==> src/rtl/datapath_seq_pkg.sv <==
// rtl/datapath_seq_pkg.sv - shared state, opcode and writeback-select definitions for datapath_seq
package datapath_seq_pkg;

    typedef enum logic [2:0] {
        IDLE = 3'd0,
        RDA  = 3'd1,
        RDB  = 3'd2,
        EXEC = 3'd3,
        WB   = 3'd4
    } dp_state_e;

    localparam logic [1:0] SH_NONE = 2'b00;
    localparam logic [1:0] SH_LSL  = 2'b01;
    localparam logic [1:0] SH_LSR  = 2'b10;
    localparam logic [1:0] SH_ASR  = 2'b11;

    localparam logic [1:0] ALU_ADD = 2'b00;
    localparam logic [1:0] ALU_SUB = 2'b01;
    localparam logic [1:0] ALU_AND = 2'b10;
    localparam logic [1:0] ALU_NOT = 2'b11;

    localparam int VS_MDATA = 3;
    localparam int VS_IMM8  = 2;
    localparam int VS_PC    = 1;
    localparam int VS_C     = 0;

endpackage

==> src/rtl/datapath_seq_regfile.sv <==
// rtl/datapath_seq_regfile.sv - register file with one sync write port, operand and debug read ports
module dp_regfile #(
    parameter int WIDTH = 16,
    parameter int NREGS = 8,
    localparam int RW   = $clog2(NREGS)
) (
    input  logic             clk,
    input  logic             rst_n,
    input  logic             we_i,
    input  logic [RW-1:0]    waddr_i,
    input  logic [WIDTH-1:0] wdata_i,
    input  logic [RW-1:0]    raddr_i,
    output logic [WIDTH-1:0] rdata_o,
    input  logic [RW-1:0]    dbg_raddr_i,
    output logic [WIDTH-1:0] dbg_rdata_o
);

    logic [WIDTH-1:0] mem_q [NREGS];

    always_ff @(posedge clk or negedge rst_n) begin
        if (!rst_n) begin
            for (int i = 0; i < NREGS; i++) begin
                mem_q[i] <= '0;
            end
        end else if (we_i) begin
            mem_q[waddr_i] <= wdata_i;
        end
    end

    assign rdata_o     = mem_q[raddr_i];
    assign dbg_rdata_o = mem_q[dbg_raddr_i];

endmodule

==> src/rtl/datapath_seq.sv <==
// rtl/datapath_seq.sv - self-sequencing datapath: read A, read B, execute, writeback per command
module datapath_seq
    import datapath_seq_pkg::*;
#(
    parameter int WIDTH = 16,
    parameter int NREGS = 8,
    parameter int PC_W  = 9,
    localparam int RW   = $clog2(NREGS)
) (
    input  logic             clk,
    input  logic             rst_n,
    input  logic             start,
    output logic             ready,
    input  logic [RW-1:0]    rd,
    input  logic [RW-1:0]    rn,
    input  logic [RW-1:0]    rm,
    input  logic [1:0]       shift,
    input  logic [1:0]       alu_op,
    input  logic             asel,
    input  logic             bsel,
    input  logic [3:0]       vsel,
    input  logic             wb_en,
    input  logic             flags_en,
    input  logic [WIDTH-1:0] mdata,
    input  logic [WIDTH-1:0] sximm8,
    input  logic [WIDTH-1:0] sximm5,
    input  logic [PC_W-1:0]  pc,
    input  logic [RW-1:0]    dbg_rnum,
    output logic [WIDTH-1:0] dbg_data,
    output logic [WIDTH-1:0] datapath_out,
    output logic             z_out,
    output logic             n_out,
    output logic             v_out,
    output logic             c_out,
    output logic             done
);

    dp_state_e        state_q;
    logic             ready_q, done_q;

    logic [RW-1:0]    rd_q, rn_q, rm_q;
    logic [1:0]       shift_q, alu_op_q;
    logic             asel_q, bsel_q, wb_en_q, flags_en_q;
    logic [3:0]       vsel_q;

    logic [WIDTH-1:0] a_q, b_q, c_q;
    logic             z_q, n_q, v_q, cf_q;

    logic [WIDTH-1:0] rf_rdata, wb_data;
    logic [WIDTH-1:0] b_shifted, ain, bin, c_d;
    logic [WIDTH:0]   sum_ext, diff_ext;
    logic             z_d, n_d, v_d, cf_d;

    // One shared operand read port: rn while reading A, rm otherwise.
    dp_regfile #(.WIDTH(WIDTH), .NREGS(NREGS)) u_regfile (
        .clk        (clk),
        .rst_n      (rst_n),
        .we_i       ((state_q == WB) && wb_en_q),
        .waddr_i    (rd_q),
        .wdata_i    (wb_data),
        .raddr_i    ((state_q == RDA) ? rn_q : rm_q),
        .rdata_o    (rf_rdata),
        .dbg_raddr_i(dbg_rnum),
        .dbg_rdata_o(dbg_data)
    );

    always_ff @(posedge clk or negedge rst_n) begin
        if (!rst_n) begin
            state_q    <= IDLE;
            ready_q    <= 1'b1;
            done_q     <= 1'b0;
            rd_q       <= '0;
            rn_q       <= '0;
            rm_q       <= '0;
            shift_q    <= '0;
            alu_op_q   <= '0;
            asel_q     <= 1'b0;
            bsel_q     <= 1'b0;
            vsel_q     <= '0;
            wb_en_q    <= 1'b0;
            flags_en_q <= 1'b0;
        end else begin
            unique case (state_q)
                IDLE: begin
                    if (start) begin
                        state_q    <= RDA;
                        ready_q    <= 1'b0;
                        rd_q       <= rd;
                        rn_q       <= rn;
                        rm_q       <= rm;
                        shift_q    <= shift;
                        alu_op_q   <= alu_op;
                        asel_q     <= asel;
                        bsel_q     <= bsel;
                        vsel_q     <= vsel;
                        wb_en_q    <= wb_en;
                        flags_en_q <= flags_en;
                    end
                end
                RDA:  state_q <= RDB;
                RDB:  state_q <= EXEC;
                EXEC: begin
                    state_q <= WB;
                    done_q  <= 1'b1;
                end
                WB: begin
                    state_q <= IDLE;
                    done_q  <= 1'b0;
                    ready_q <= 1'b1;
                end
                default: begin
                    state_q <= IDLE;
                    done_q  <= 1'b0;
                    ready_q <= 1'b1;
                end
            endcase
        end
    end

    always_comb begin
        b_shifted = b_q;
        unique case (shift_q)
            SH_NONE: b_shifted = b_q;
            SH_LSL:  b_shifted = {b_q[WIDTH-2:0], 1'b0};
            SH_LSR:  b_shifted = {1'b0, b_q[WIDTH-1:1]};
            SH_ASR:  b_shifted = {b_q[WIDTH-1], b_q[WIDTH-1:1]};
            default: b_shifted = b_q;
        endcase
    end

    assign ain      = asel_q ? '0 : a_q;
    assign bin      = bsel_q ? sximm5 : b_shifted;
    assign sum_ext  = {1'b0, ain} + {1'b0, bin};
    assign diff_ext = {1'b0, ain} - {1'b0, bin};

    // Carry for SUB is NOT borrow, i.e. set when A >= B unsigned.
    always_comb begin
        c_d  = '0;
        v_d  = 1'b0;
        cf_d = 1'b0;
        unique case (alu_op_q)
            ALU_ADD: begin
                c_d  = sum_ext[WIDTH-1:0];
                cf_d = sum_ext[WIDTH];
                v_d  = (ain[WIDTH-1] == bin[WIDTH-1]) && (c_d[WIDTH-1] != ain[WIDTH-1]);
            end
            ALU_SUB: begin
                c_d  = diff_ext[WIDTH-1:0];
                cf_d = ~diff_ext[WIDTH];
                v_d  = (ain[WIDTH-1] != bin[WIDTH-1]) && (c_d[WIDTH-1] != ain[WIDTH-1]);
            end
            ALU_AND: c_d = ain & bin;
            ALU_NOT: c_d = ~bin;
            default: c_d = '0;
        endcase
        z_d = (c_d == '0);
        n_d = c_d[WIDTH-1];
    end

    always_ff @(posedge clk or negedge rst_n) begin
        if (!rst_n) begin
            a_q  <= '0;
            b_q  <= '0;
            c_q  <= '0;
            z_q  <= 1'b0;
            n_q  <= 1'b0;
            v_q  <= 1'b0;
            cf_q <= 1'b0;
        end else begin
            if (state_q == RDA) a_q <= rf_rdata;
            if (state_q == RDB) b_q <= rf_rdata;
            if (state_q == EXEC) begin
                c_q <= c_d;
                if (flags_en_q) begin
                    z_q  <= z_d;
                    n_q  <= n_d;
                    v_q  <= v_d;
                    cf_q <= cf_d;
                end
            end
        end
    end

    always_comb begin
        wb_data = c_q;
        casez (vsel_q)
            4'b1???: wb_data = mdata;
            4'b01??: wb_data = sximm8;
            4'b001?: wb_data = WIDTH'(pc);
            default: wb_data = c_q;
        endcase
    end

    assign ready        = ready_q;
    assign done         = done_q;
    assign datapath_out = c_q;
    assign z_out        = z_q;
    assign n_out        = n_q;
    assign v_out        = v_q;
    assign c_out        = cf_q;

endmodule

==> config.mk <==
export PLATFORM = sky130hd
export DESIGN_NAME = datapath_seq
export DESIGN_NICKNAME = d
export VERILOG_FILES = /design/src/rtl/datapath_seq_pkg.sv /design/src/rtl/datapath_seq_regfile.sv /design/src/rtl/datapath_seq.sv
export SDC_FILE = /design/constraint.sdc
export NUM_CORES = 1
export LEC_CHECK = 0
export ABC_CLOCK_PERIOD_IN_PS = 3900
export CAP_MARGIN = 25
export CORE_MARGIN = 3
export CORE_UTILIZATION = 50
export CTS_CLUSTER_DIAMETER = 50
export DETAILED_ROUTE_END_ITERATION = 10
export PLACE_DENSITY = 0.72
export RECOVER_POWER = 100
export SLEW_MARGIN = 10
export SYNTH_ARGS = -nofsm -noshare
export SYNTH_HDL_FRONTEND = slang
export SYNTH_SLANG_ARGS = --single-unit
==> constraint.sdc <==
create_clock -name clk -period 3.9 [get_ports clk]
set_clock_uncertainty 0.15 [all_clocks]
set_input_delay 0.585 -clock clk [delete_from_list [all_inputs] [get_ports clk]]
set_output_delay 0.585 -clock clk [all_outputs]
set_load 0.02 [all_outputs]
# Word level (Yosys, flattened, before mapping)
# Cells that the tools add are included.
dict set report totals {
  ff_bits 206
  latch_bits 0
  mem_bits_rw 0
  romBits 0
  in_bits 84
  output_inout_bits 38
  wordCells 93
  n_memories 0
}
dict set report op_classes {
  add_sub_neg 2
  n_mul 0
  div 0
  magnitude_cmp 4
  n_eq_ne 17
  shift 0
  muxes 22
  bitwise 7
  n_reduce_logical 13
}
# cell count
set op_table {}
lappend op_table {{bitwise mux 128 bit} 1}
lappend op_table {{one-hot mux 16 bit (4 select lines)} 2}
lappend op_table {{two-way mux 16 bit} 7}
lappend op_table {{binary-select mux 16 bit (select 3 bit)} 2}
lappend op_table {{demux 16 bit (select 3 bit)} 1}
lappend op_table {{one-hot mux 16 bit (3 select lines)} 1}
lappend op_table {{adder 16 x 16 -> 17 bit} 1}
lappend op_table {{subtractor 16 x 16 -> 17 bit} 1}
lappend op_table {{AND 16 bit} 1}
lappend op_table {{logical NOT 16 bit} 1}
lappend op_table {{NOT 16 bit} 1}
lappend op_table {{>= comparator 4 bit, second input constant} 3}
lappend op_table {{NOT 3 -> 4 bit} 3}
lappend op_table {{one-hot mux 3 bit (4 select lines)} 1}
lappend op_table {{equality test 2 bit, second input constant} 4}
lappend op_table {{one-hot mux 1 bit (2 select lines)} 4}
lappend op_table {{equality test 2 x 1 -> 1 bit, second input constant} 3}
lappend op_table {{equality test 3 x 1 -> 1 bit, second input constant} 2}
lappend op_table {{equality test 3 x 2 -> 1 bit, second input constant} 2}
lappend op_table {{two-way mux 3 bit} 2}
lappend op_table {{AND reduction 2 bit} 3}
lappend op_table {{OR reduction 3 bit} 2}
lappend op_table {{logical AND 1 bit} 4}
lappend op_table {{logical NOT 2 bit} 2}
lappend op_table {{8 further kinds} 11}

# Depth between registers and ports, before layout
# Gate-level depths: netlist of run 1.
dict set report logic_depth {
  word_depth 7
  ltp_mapped 17
  depth_no_buf 16
}

# By module
# Synthesis of run 1 repeated with hierarchy kept, for this count alone.
dict set report unflattened {
  cells_unflattened 1094
  area_unflattened_um2 13100.1
}
# mod instances cells_each area_each_um2 seq_area_each_um2
set modules_own_cells {}
lappend modules_own_cells {dp_regfile 1 393 7000.5 3203.1}
lappend modules_own_cells {datapath_seq 1 701 6099.6 1928.1}

# Least setup slack after synthesis of run 1
# No wires, ideal clock.
dict set report synth_path {
  path_kind {register to register}
  start {reg shift_q[1]}
  end {reg z_q (netlist: z_out)}
  setup_ps 92
  arrival_time_ps 3398
  required_time_ps 3658
  path_slack_ps 260
  path_stages_with_launch 16
  n_path_buf 2
  period_less_slack_ps 3640
  path_cell_list {dfrtp_1 buf_2 clkbuf_1 o21ai_0 mux2i_1 inv_1 ha_1 or3_1 and2_4 o211a_1 or3_1 a31oi_1 a211oi_1 a2111oi_2 nand4_1 o31ai_2}
}
dict set report synth_via {
  elab_chain_cells 6
  elab_cells_between_ends 12
  classes_between {2 x add/sub; 3 x eq/ne; 3 x mux; 2 x bitwise; 2 x reduce/logical}
}
# element line_no
set synth_lines {}
lappend synth_lines {{start: declaration} datapath_seq.sv:42} ;# logic [1:0] shift_q, alu_op_q;
lappend synth_lines {{start signal: assignment} datapath_seq.sv:91} ;# shift_q <= shift;
lappend synth_lines {{equality test 2 bit, or another cell as far along} datapath_seq.sv:122} ;# unique case (shift_q)
lappend synth_lines {{one-hot mux 16 bit (4 select lines) *} datapath_seq.sv:122}
lappend synth_lines {{two-way mux 16 bit *} datapath_seq.sv:132} ;# assign bin = bsel_q ? sximm5 : b_shifted;
lappend synth_lines {{subtractor 16 x 16 -> 17 bit, or another cell as far along} datapath_seq.sv:134} ;# assign diff_ext = {1'b0, ain} - {1'b0, bin};
lappend synth_lines {{one-hot mux 16 bit (4 select lines) *} datapath_seq.sv:141} ;# unique case (alu_op_q)
lappend synth_lines {{logical NOT 16 bit *} datapath_seq.sv:156} ;# z_d = (c_d == '0);
lappend synth_lines {{end signal: assignment} datapath_seq.sv:175} ;# z_q <= z_d;
lappend synth_lines {{end: declaration} datapath_seq.sv:47} ;# logic z_q, n_q, v_q, cf_q;
# Mark *: on every way between the ends. The rest lies on a longest branch, timed or not.
# A chain may end at the register's enable or synchronous reset.

# Final worst setup path of run 1
dict set report layout_path {
  start {reg shift_q[0]}
  end {reg z_q (netlist: z_out)}
}
# The elaborated chain is that of the path after synthesis.

==> out/qor.txt, run 1 <==
MIN PATH
-----------------------------------------------------------------------------------------------
Destination of the worst hold path ............................................... z_out$_DFFE_PN0P_
Hold Crit Start .................................................................. z_out$_DFFE_PN0P_
WHS Path Cells ...................................................................            2
Worst min-delay path class ....................................................... flop to flop

CLOCK NETWORK
-----------------------------------------------------------------------------------------------
Worst-Skew Late Latency ..........................................................      0.56 ns
Number of clock buffers inserted by TritonCTS ....................................           26
TritonCTS clock tree .............................................................          yes
Root buffer cell ................................................................. sky130_fd_sc_hd__clkbuf_16
CTS HTree Levels .................................................................            1
Clock input transition at the sequential cells of the worst setup and hold paths .      0.05 ns
Count of hold-fix buffers inserted at cts ........................................            0
Sinks on the clock net ...........................................................          205
Clock buffer depth ...............................................................            3

LOGIC SYNTHESIS
-----------------------------------------------------------------------------------------------
Async S/R FF share, synth ........................................................         1.00
Cell count after synthesis .......................................................         1265
Post-synth EDFFs .................................................................            0
Post-synthesis cell type with the largest combined area .......................... sky130_fd_sc_hd__dfrtp_1
Flip-flop and latch count after synthesis ........................................          205
Cell with the most instances after synthesis ..................................... sky130_fd_sc_hd__dfrtp_1
Most frequent cells after synthesis .............................................. 204 x sky130_fd_sc_hd__dfrtp_1, 154 x sky130_fd_sc_hd__nand2_1, 133 x sky130_fd_sc_hd__o21ai_0, 122 x sky130_fd_sc_hd__nor2_1, 111 x sky130_fd_sc_hd__a21oi_1
Sequential element share of the synthesized area .................................        0.413
Top-area cell type share of the netlist area .....................................        0.411
Syn_area_per_cell ................................................................     9.82 µm²
Synth warn .......................................................................            0
Synthesized netlist net count ....................................................         1383
Synth Flop Type .................................................................. sky130_fd_sc_hd__dfrtp_1
Most area-consuming cells after synthesis ........................................ sky130_fd_sc_hd__dfrtp_1 41%, sky130_fd_sc_hd__mux4_2 12%, sky130_fd_sc_hd__o21ai_0 5.4%
Distinct cell type count of the synthesized netlist ..............................           73
Total standard cell area after synthesis .........................................    12400 µm²

CELLS AND AREA
-----------------------------------------------------------------------------------------------
Layout Cell Area excl Fill .......................................................    15700 µm²
Area growth syn-to-layout ........................................................        26.5%
Post-layout nets .................................................................         1558
Finished Core Util ...............................................................        0.645
Fraction of final layout cells sized beyond drive strength 1 .....................        0.223
Final antenna diode count ........................................................            0

SETUP PATH
-----------------------------------------------------------------------------------------------
Category of the worst setup path capture point ...................................         flop
Arrival time at the worst endpoint ...............................................      4.06 ns
Critical setup path kind ......................................................... flop to flop
FF-to-FF setup slack .............................................................      0.14 ns
Required arrival time at the worst endpoint ......................................      4.20 ns
CP Max Fanout ....................................................................            6
Worst reg2reg endpoint ........................................................... z_out$_DFFE_PN0P_
Critical Path Source Type ........................................................         flop
Start of the worst register-to-register path ..................................... shift_q[0]$_DFFE_PN0P_
Reg2reg path depth ...............................................................           16

GRT
-----------------------------------------------------------------------------------------------
First-pass GRT wire length .......................................................      59.0 mm
Overall fraction of global-route tracks in use ...................................        0.282
Number of global-route vias before repair ........................................        10600
Initial antenna violation count ..................................................            0
Total grt overflow ...............................................................            0
Pin count of the biggest net entering global routing .............................          100

FLOORPLAN
-----------------------------------------------------------------------------------------------
Floorplan Core Area ..............................................................    24400 µm²
Count of pins on the block boundary ..............................................          122
Die height .......................................................................       164 µm
Horiz. Die Dim ...................................................................       164 µm
Number of cell rows ..............................................................           57
Area enclosed by the die boundary ................................................    26800 µm²
Starting density of the core .....................................................        0.509

STA
-----------------------------------------------------------------------------------------------
Max Clock Freq ...................................................................      266 MHz
Actual slew at the worst max-slew pin ............................................      2.53 ns
Final cycle utilization of the critical path .....................................        0.963
Worst slew margin relative to its limit ..........................................       -0.690
Final count of hold timing violations ............................................            0
Count of final max-slew check failures ...........................................           99
Setup violation total in the final timing report .................................            0
RSZ-0062 raised after global routing .............................................          yes
Minimum clock period .............................................................      3.76 ns
Sum of negative setup slack ......................................................         0 ns

DRT
-----------------------------------------------------------------------------------------------
Initial DRC count ................................................................          855
DRT Wirelength ...................................................................      37.4 mm
Number of vias after detailed routing ............................................        10500
First-pass iteration count of the detailed router ................................            7
Number of remaining DRC errors ...................................................            0
Routed length per instance .......................................................      21.0 µm
Via/cell ratio ...................................................................         5.89
Residual antenna-violating net count after detailed routing ......................            0

STATUS
-----------------------------------------------------------------------------------------------
Violations in the final reports .................................................. capacitance limit, slew limit
Status ........................................................................... complete, but fails checks

PLACED DESIGN
-----------------------------------------------------------------------------------------------
Gp weighted congestion ...........................................................        0.915
Area after DPL ...................................................................    14600 µm²
Post-DP HPWL .....................................................................      27.3 mm
Count of input and output buffers ................................................          120

JOB
-----------------------------------------------------------------------------------------------
# Max-Cap Violations .............................................................            1

PWR
-----------------------------------------------------------------------------------------------
Worst vdd ir .....................................................................       792 µV
P per Cell Area ..................................................................  1080 nW/µm²
Leakage dissipation ..............................................................      6.65 nW

[kinds of logic after synthesis]
family | count (synthesis) | share of synthesized area
muxes | 173 | 0.210
adders and majority gates | 34 | 0.0354
buffers and inverters | 138 | 0.0445
AOI/OAI and AO/OA | 333 | 0.158
and+or+nand+nor | 370 | 0.131
xor gates and xnor gates | 12 | 0.00846
DFF | 205 | 0.413
[area by class of cell]
cell class	count	area, µm²
Timing Repair Buffer	235	2130
Tap cell	324	405
Sequential cell	205	5130
Fill cell	1994	8670
Multi-Input combinational cell	922	7000
Clock buffer	38	746
Inverter	50	188
Clock inverter	9	118
[worst max path at each step]
stage / from / end / slack, ns / depth (start not counted)
2_1_floorplan: shift_q[1]$_DFFE_PN0P_ / z_out$_DFFE_PN0P_ / 0.26 / 15
3_3_place_gp: sximm5[1] / z_out$_DFFE_PN0P_ / -0.27 / 16
3_5_place_dp: sximm5[0] / datapath_out[14]$_DFFE_PN0P_ / -0.29 / 16
4_1_cts: shift_q[0]$_DFFE_PN0P_ / datapath_out[14]$_DFFE_PN0P_ / 0.02 / 17
5_1_grt: shift_q[0]$_DFFE_PN0P_ / z_out$_DFFE_PN0P_ / -0.03 / 14
6_report: shift_q[0]$_DFFE_PN0P_ / z_out$_DFFE_PN0P_ / 0.14 / 16
[layer usage]
layer  global-route usage  up-vias  wire length [µm]
met1                0.370     5208             15300
met3               0.0462       69              2180
met4               0.0977        0              1410
met5                    0        -                 0
li1                     -     4892                 -
met2                0.475      338             18500
[where the power goes]
group	internal, mW	leakage [nW]	total (mW)	switching [mW]
Sequential	2.93	2.05	3.75	0.818
Clock	1.41	0.413	2.36	0.952
Combinational	5.07	4.19	10.8	5.74
[per-stage QoR]
step                setup WS [ns]  instances  power (mW)  hold slack, ns
floorplan                   0.260       1265        9.92           0.139
global placement           -0.269       1728        13.7           0.313
detailed placement         -0.288       1730        13.9           0.328
CTS                        0.0156       1777        16.4         0.00882
global route              -0.0343       1783        18.1           0.359
finish                      0.143       1783        16.9           0.334
[timing repair]
item / CTS / global route
setup endpoints to repair: 2 / 8
gates resized for setup: 5 / 47
pin swaps: 1 / 15
setup buffers: 0 / 6
[critical path, stage by stage (launching register included)]
cell and delay (ns):
sky130_fd_sc_hd__dfrtp_2 0.47, sky130_fd_sc_hd__nor2_4 0.06, sky130_fd_sc_hd__a221o_1 0.34, sky130_fd_sc_hd__o21ai_2 0.08, sky130_fd_sc_hd__inv_1 0.08, sky130_fd_sc_hd__ha_1 0.23
sky130_fd_sc_hd__inv_1 0.10, sky130_fd_sc_hd__fa_2 0.25, sky130_fd_sc_hd__nand2b_4 0.07, sky130_fd_sc_hd__a211oi_4 0.30, sky130_fd_sc_hd__o2111ai_2 0.17, sky130_fd_sc_hd__nor4b_2 0.19
sky130_fd_sc_hd__a311oi_2 0.28, sky130_fd_sc_hd__xnor2_2 0.15, sky130_fd_sc_hd__a2111oi_2 0.38, sky130_fd_sc_hd__nand4_1 0.18, sky130_fd_sc_hd__o31ai_2 0.19
[cells in the final DEF, fill, tap and decap left out, types with 11 or more instances in the layout]
master / count
sky130_fd_sc_hd__mux4_2: 65
sky130_fd_sc_hd__dlygate4sd3_1: 22
sky130_fd_sc_hd__dfrtp_1: 201
sky130_fd_sc_hd__inv_1: 47
sky130_fd_sc_hd__clkbuf_16: 26
sky130_fd_sc_hd__ha_1: 28
sky130_fd_sc_hd__nand2_1: 154
sky130_fd_sc_hd__clkdlybuf4s50_1: 96
sky130_fd_sc_hd__buf_4: 100
sky130_fd_sc_hd__o21ai_0: 128
sky130_fd_sc_hd__clkbuf_1: 11
sky130_fd_sc_hd__a21oi_1: 108
sky130_fd_sc_hd__nor2b_1: 18
sky130_fd_sc_hd__nor2_1: 119
sky130_fd_sc_hd__mux2i_1: 58
sky130_fd_sc_hd__mux2_2: 46
sky130_fd_sc_hd__nand2b_1: 11
[flip-flops by register name, indices dropped and copies added (netlist names), 2 cells and up]
register,flops
u_regfile.mem_q,128
rn_q,3
state_q,3
a_q,16
vsel_q,3
shift_q,2
rm_q,3
b_q,16
datapath_out,16
alu_op_q,2
rd_q,3
Power figures use the tool's default switching activity.
==> inputs of run 2 (changes only) <==
--- a/config.mk
+++ b/config.mk
@@ -11,6 +11,7 @@
 export CORE_UTILIZATION = 50
 export CTS_CLUSTER_DIAMETER = 50
 export DETAILED_ROUTE_END_ITERATION = 10
+export GPL_ROUTABILITY_DRIVEN = 0
 export PLACE_DENSITY = 0.72
 export RECOVER_POWER = 100
 export SLEW_MARGIN = 10
==> run 2 against run 1 <==
  * Die area did not move
  * Final cell count down 1.6%
  * Highest routed layer unchanged
  * Critical endpoint unchanged
  * Non-clock buffer count down 31
  * Largest power group unchanged
  * Worst setup slack got worse by 0.074 ns
  * Sequential cell count unchanged
  * First-iteration DRC count rose by 15%
  * The run still ends with capacitance limit, slew limit left
  * Clock power up 3%
  * Via count hardly changed
==> out/qor.txt, run 2 (synthesis results as in run 1) <==
STATUS
-----------------------------------------------------------------------------------------------
Status ........................................................................... complete, but fails checks
Violations in the final reports .................................................. capacitance limit, slew limit

CLOCK NETWORK
-----------------------------------------------------------------------------------------------
Clock buffer depth ...............................................................            3   unchanged
Number of clock buffers inserted by TritonCTS ....................................           27   +3.8%
TritonCTS clock tree .............................................................          yes
Sinks on the clock net ...........................................................          205   unchanged
Worst-Skew Late Latency ..........................................................      0.55 ns   about the same
Clock input transition at the sequential cells of the worst setup and hold paths .      0.05 ns   about the same
CTS HTree Levels .................................................................            1   unchanged
Root buffer cell ................................................................. sky130_fd_sc_hd__clkbuf_16

SETUP PATH
-----------------------------------------------------------------------------------------------
Worst reg2reg endpoint ........................................................... z_out$_DFFE_PN0P_
Critical Path Source Type ........................................................         flop
Critical setup path kind ......................................................... flop to flop
CP Max Fanout ....................................................................            7   +1
End point of the critical path ................................................... z_out$_DFFE_PN0P_
Reg2reg path depth ...............................................................           14   -2
CP peak stage delay ..............................................................      0.54 ns   +0.07 ns
Arrival time at the worst endpoint ...............................................      4.11 ns   +0.05 ns
Required arrival time at the worst endpoint ......................................      4.18 ns   -0.02 ns
Crit path buf inv count ..........................................................            1   -1
FF-to-FF setup slack .............................................................      0.07 ns   -0.07 ns
Stages on the worst setup path ...................................................           14   -2
Critical-path cell with the highest stage delay .................................. sky130_fd_sc_hd__mux4_2
Beginning of the critical path ................................................... bsel_q$_DFFE_PN0P_
Start of the worst register-to-register path ..................................... bsel_q$_DFFE_PN0P_
Cell Chain, Critical Path ........................................................ nand2b_2, o22ai_1, a21oi_1, buf_4, ha_1, o21bai_2, a21oi_1, xor2_1, mux4_2, nor2_1, nand4_1, nor4_1, nand4_1, o31ai_2
Largest delay contributor family on the critical path ............................ simple AND/OR/NAND/NOR gates
Category of the worst setup path capture point ...................................         flop

FLOORPLAN
-----------------------------------------------------------------------------------------------
Area enclosed by the die boundary ................................................    26800 µm²   unchanged
Die height .......................................................................       164 µm   unchanged
Horiz. Die Dim ...................................................................       164 µm   unchanged
Count of pins on the block boundary ..............................................          122   unchanged
Number of cell rows ..............................................................           57   unchanged
Floorplan Core Area ..............................................................    24400 µm²   unchanged
Starting density of the core .....................................................        0.509   unchanged

CELLS AND AREA
-----------------------------------------------------------------------------------------------
Commonest cells after routing, fill and taps aside ............................... 201 x sky130_fd_sc_hd__dfrtp_1, 154 x sky130_fd_sc_hd__nand2_1, 127 x sky130_fd_sc_hd__o21ai_0
Most frequent standard cell in the layout excluding fill and tap cells ........... sky130_fd_sc_hd__dfrtp_1
Layout Cell Area excl Fill .......................................................    15500 µm²   -1.1%
Final antenna diode count ........................................................            0   unchanged
Finished Core Util ...............................................................        0.637   -0.00739
Fraction of final layout cells sized beyond drive strength 1 .....................        0.210   -0.0137
Largest register by flop count ................................................... u_regfile.mem_q
Area growth syn-to-layout ........................................................        25.1%
Flip-flop count of the largest register, all copies and words added ..............          128   unchanged
Post-layout nets .................................................................         1528   -1.9%

PWR
-----------------------------------------------------------------------------------------------
Worst vdd ir .....................................................................       798 µV   +0.67%
P per Cell Area ..................................................................  1070 nW/µm²   -0.61%
Leakage dissipation ..............................................................      6.53 nW   -1.8%

GRT
-----------------------------------------------------------------------------------------------
Pin count of the biggest net entering global routing .............................           74   -26%
Initial antenna violation count ..................................................            0   unchanged
First-pass GRT wire length .......................................................      57.6 mm   -2.4%
Overall fraction of global-route tracks in use ...................................        0.277   -0.00518
Number of global-route vias before repair ........................................        10300   -2.7%
Total grt overflow ...............................................................            0   unchanged

STA
-----------------------------------------------------------------------------------------------
Final count of hold timing violations ............................................            0   unchanged
Actual slew at the worst max-slew pin ............................................      1.83 ns   -0.701 ns
Setup violation total in the final timing report .................................            0   unchanged
Minimum clock period .............................................................      3.83 ns   +0.0743 ns
Worst slew margin relative to its limit ..........................................       -0.222   +0.468
Max Clock Freq ...................................................................      261 MHz   -1.9%
Count of final max-slew check failures ...........................................           71   -28%
Final cycle utilization of the critical path .....................................        0.982   +0.0190

DRT
-----------------------------------------------------------------------------------------------
First-pass iteration count of the detailed router ................................            5   -2
Via/cell ratio ...................................................................         5.99   +1.6%
Residual antenna-violating net count after detailed routing ......................            0   unchanged
Routed length per instance .......................................................      21.2 µm   +0.99%
Initial DRC count ................................................................          983   +15%
DRT Wirelength ...................................................................      37.1 mm   -0.66%
Number of vias after detailed routing ............................................        10500   -0.076%
Number of remaining DRC errors ...................................................            0   unchanged

PLACED DESIGN
-----------------------------------------------------------------------------------------------
Area after DPL ...................................................................    14400 µm²   -1.7%
Count of input and output buffers ................................................          120   unchanged
Post-DP HPWL .....................................................................      26.0 mm   -4.8%

MIN PATH
-----------------------------------------------------------------------------------------------
Worst min-delay path class ....................................................... flop to flop

JOB
-----------------------------------------------------------------------------------------------
# Max-Cap Violations .............................................................            1   unchanged

[run 2: worst reg2reg max path, cell delays in order (launching register included)]
cell and delay, ns:
sky130_fd_sc_hd__dfrtp_2 0.47, sky130_fd_sc_hd__nand2b_2 0.25, sky130_fd_sc_hd__o22ai_1 0.18, sky130_fd_sc_hd__a21oi_1 0.08, sky130_fd_sc_hd__buf_4 0.15, sky130_fd_sc_hd__ha_1 0.32, sky130_fd_sc_hd__o21bai_2 0.21, sky130_fd_sc_hd__a21oi_1 0.11
sky130_fd_sc_hd__xor2_1 0.15, sky130_fd_sc_hd__mux4_2 0.54, sky130_fd_sc_hd__nor2_1 0.13, sky130_fd_sc_hd__nand4_1 0.12, sky130_fd_sc_hd__nor4_1 0.41, sky130_fd_sc_hd__nand4_1 0.18, sky130_fd_sc_hd__o31ai_2 0.29
[run 2: how the worst min path moves through the flow]
| stage | startpoint | endpoint | slack [ns] | depth (start not counted) |
|---|---|---|---|---|
| 2_1_floorplan | rst_n | a_q[0]$_DFFE_PN0P_ | 0.14 | 0 |
| 3_3_place_gp | n_out$_DFFE_PN0P_ | n_out$_DFFE_PN0P_ | 0.31 | 2 |
| 3_5_place_dp | ready$_DFFE_PN1P_ | ready$_DFFE_PN1P_ | 0.33 | 2 |
| 4_1_cts | ready$_DFFE_PN1P_ | ready$_DFFE_PN1P_ | 0.34 | 2 |
| 5_1_grt | ready$_DFFE_PN1P_ | ready$_DFFE_PN1P_ | 0.35 | 2 |
| 6_report | n_out$_DFFE_PN0P_ | n_out$_DFFE_PN0P_ | 0.33 | 2 |
[run 2: per-layer routing]
layer  part of all wire  wire length [µm]  global-route usage
met1               0.41             15200               0.372
met2               0.49             18100               0.458
met3              0.062              2300              0.0342
met4              0.041              1520               0.111
met5                  0                 0                   0
[run 2: what timing repair did]
action | 4_1_cts | 5_1_grt
setup endpoints to repair | 2 | 8
gates resized for setup | 2 | 57
pin swaps | 0 | 17
setup buffers | 0 | 12
hold endpoints to repair | 68 | 0
hold buffers | 1 | 0
[run 2: where the power goes]
group	internal (mW)	total (mW)	switching, mW	leakage (nW)
combinational	4.78	10.5	5.70	4.05
sequential	2.93	3.73	0.796	2.05
clock	1.43	2.42	0.989	0.430
total	9.14	16.6	7.49	6.53
[run 2: cell type report]
type	count	area (µm²)
tap	324	405
clock inverter	15	141
timing repair buffer	204	1920
inverter	50	190
multi-input combinational	922	7010
fill	1981	8850
sequential	205	5130
clock buffer	34	742
[run 2: per-stage QoR]
step / power, mW / instances / setup WS, ns / setup TNS [ns] / hold WS [ns]
after CTS: 15.8 / 1742 / 0.00840 / 0 / 0.340
after global placement: 13.0 / 1690 / -0.195 / -0.434 / 0.313
final: 16.6 / 1754 / 0.0683 / 0 / 0.335
after global routing: 17.7 / 1754 / -0.0858 / -0.0858 / 0.353
after detailed placement: 13.2 / 1692 / -0.197 / -0.458 / 0.329
after floorplan: 9.92 / 1265 / 0.260 / 0 / 0.139
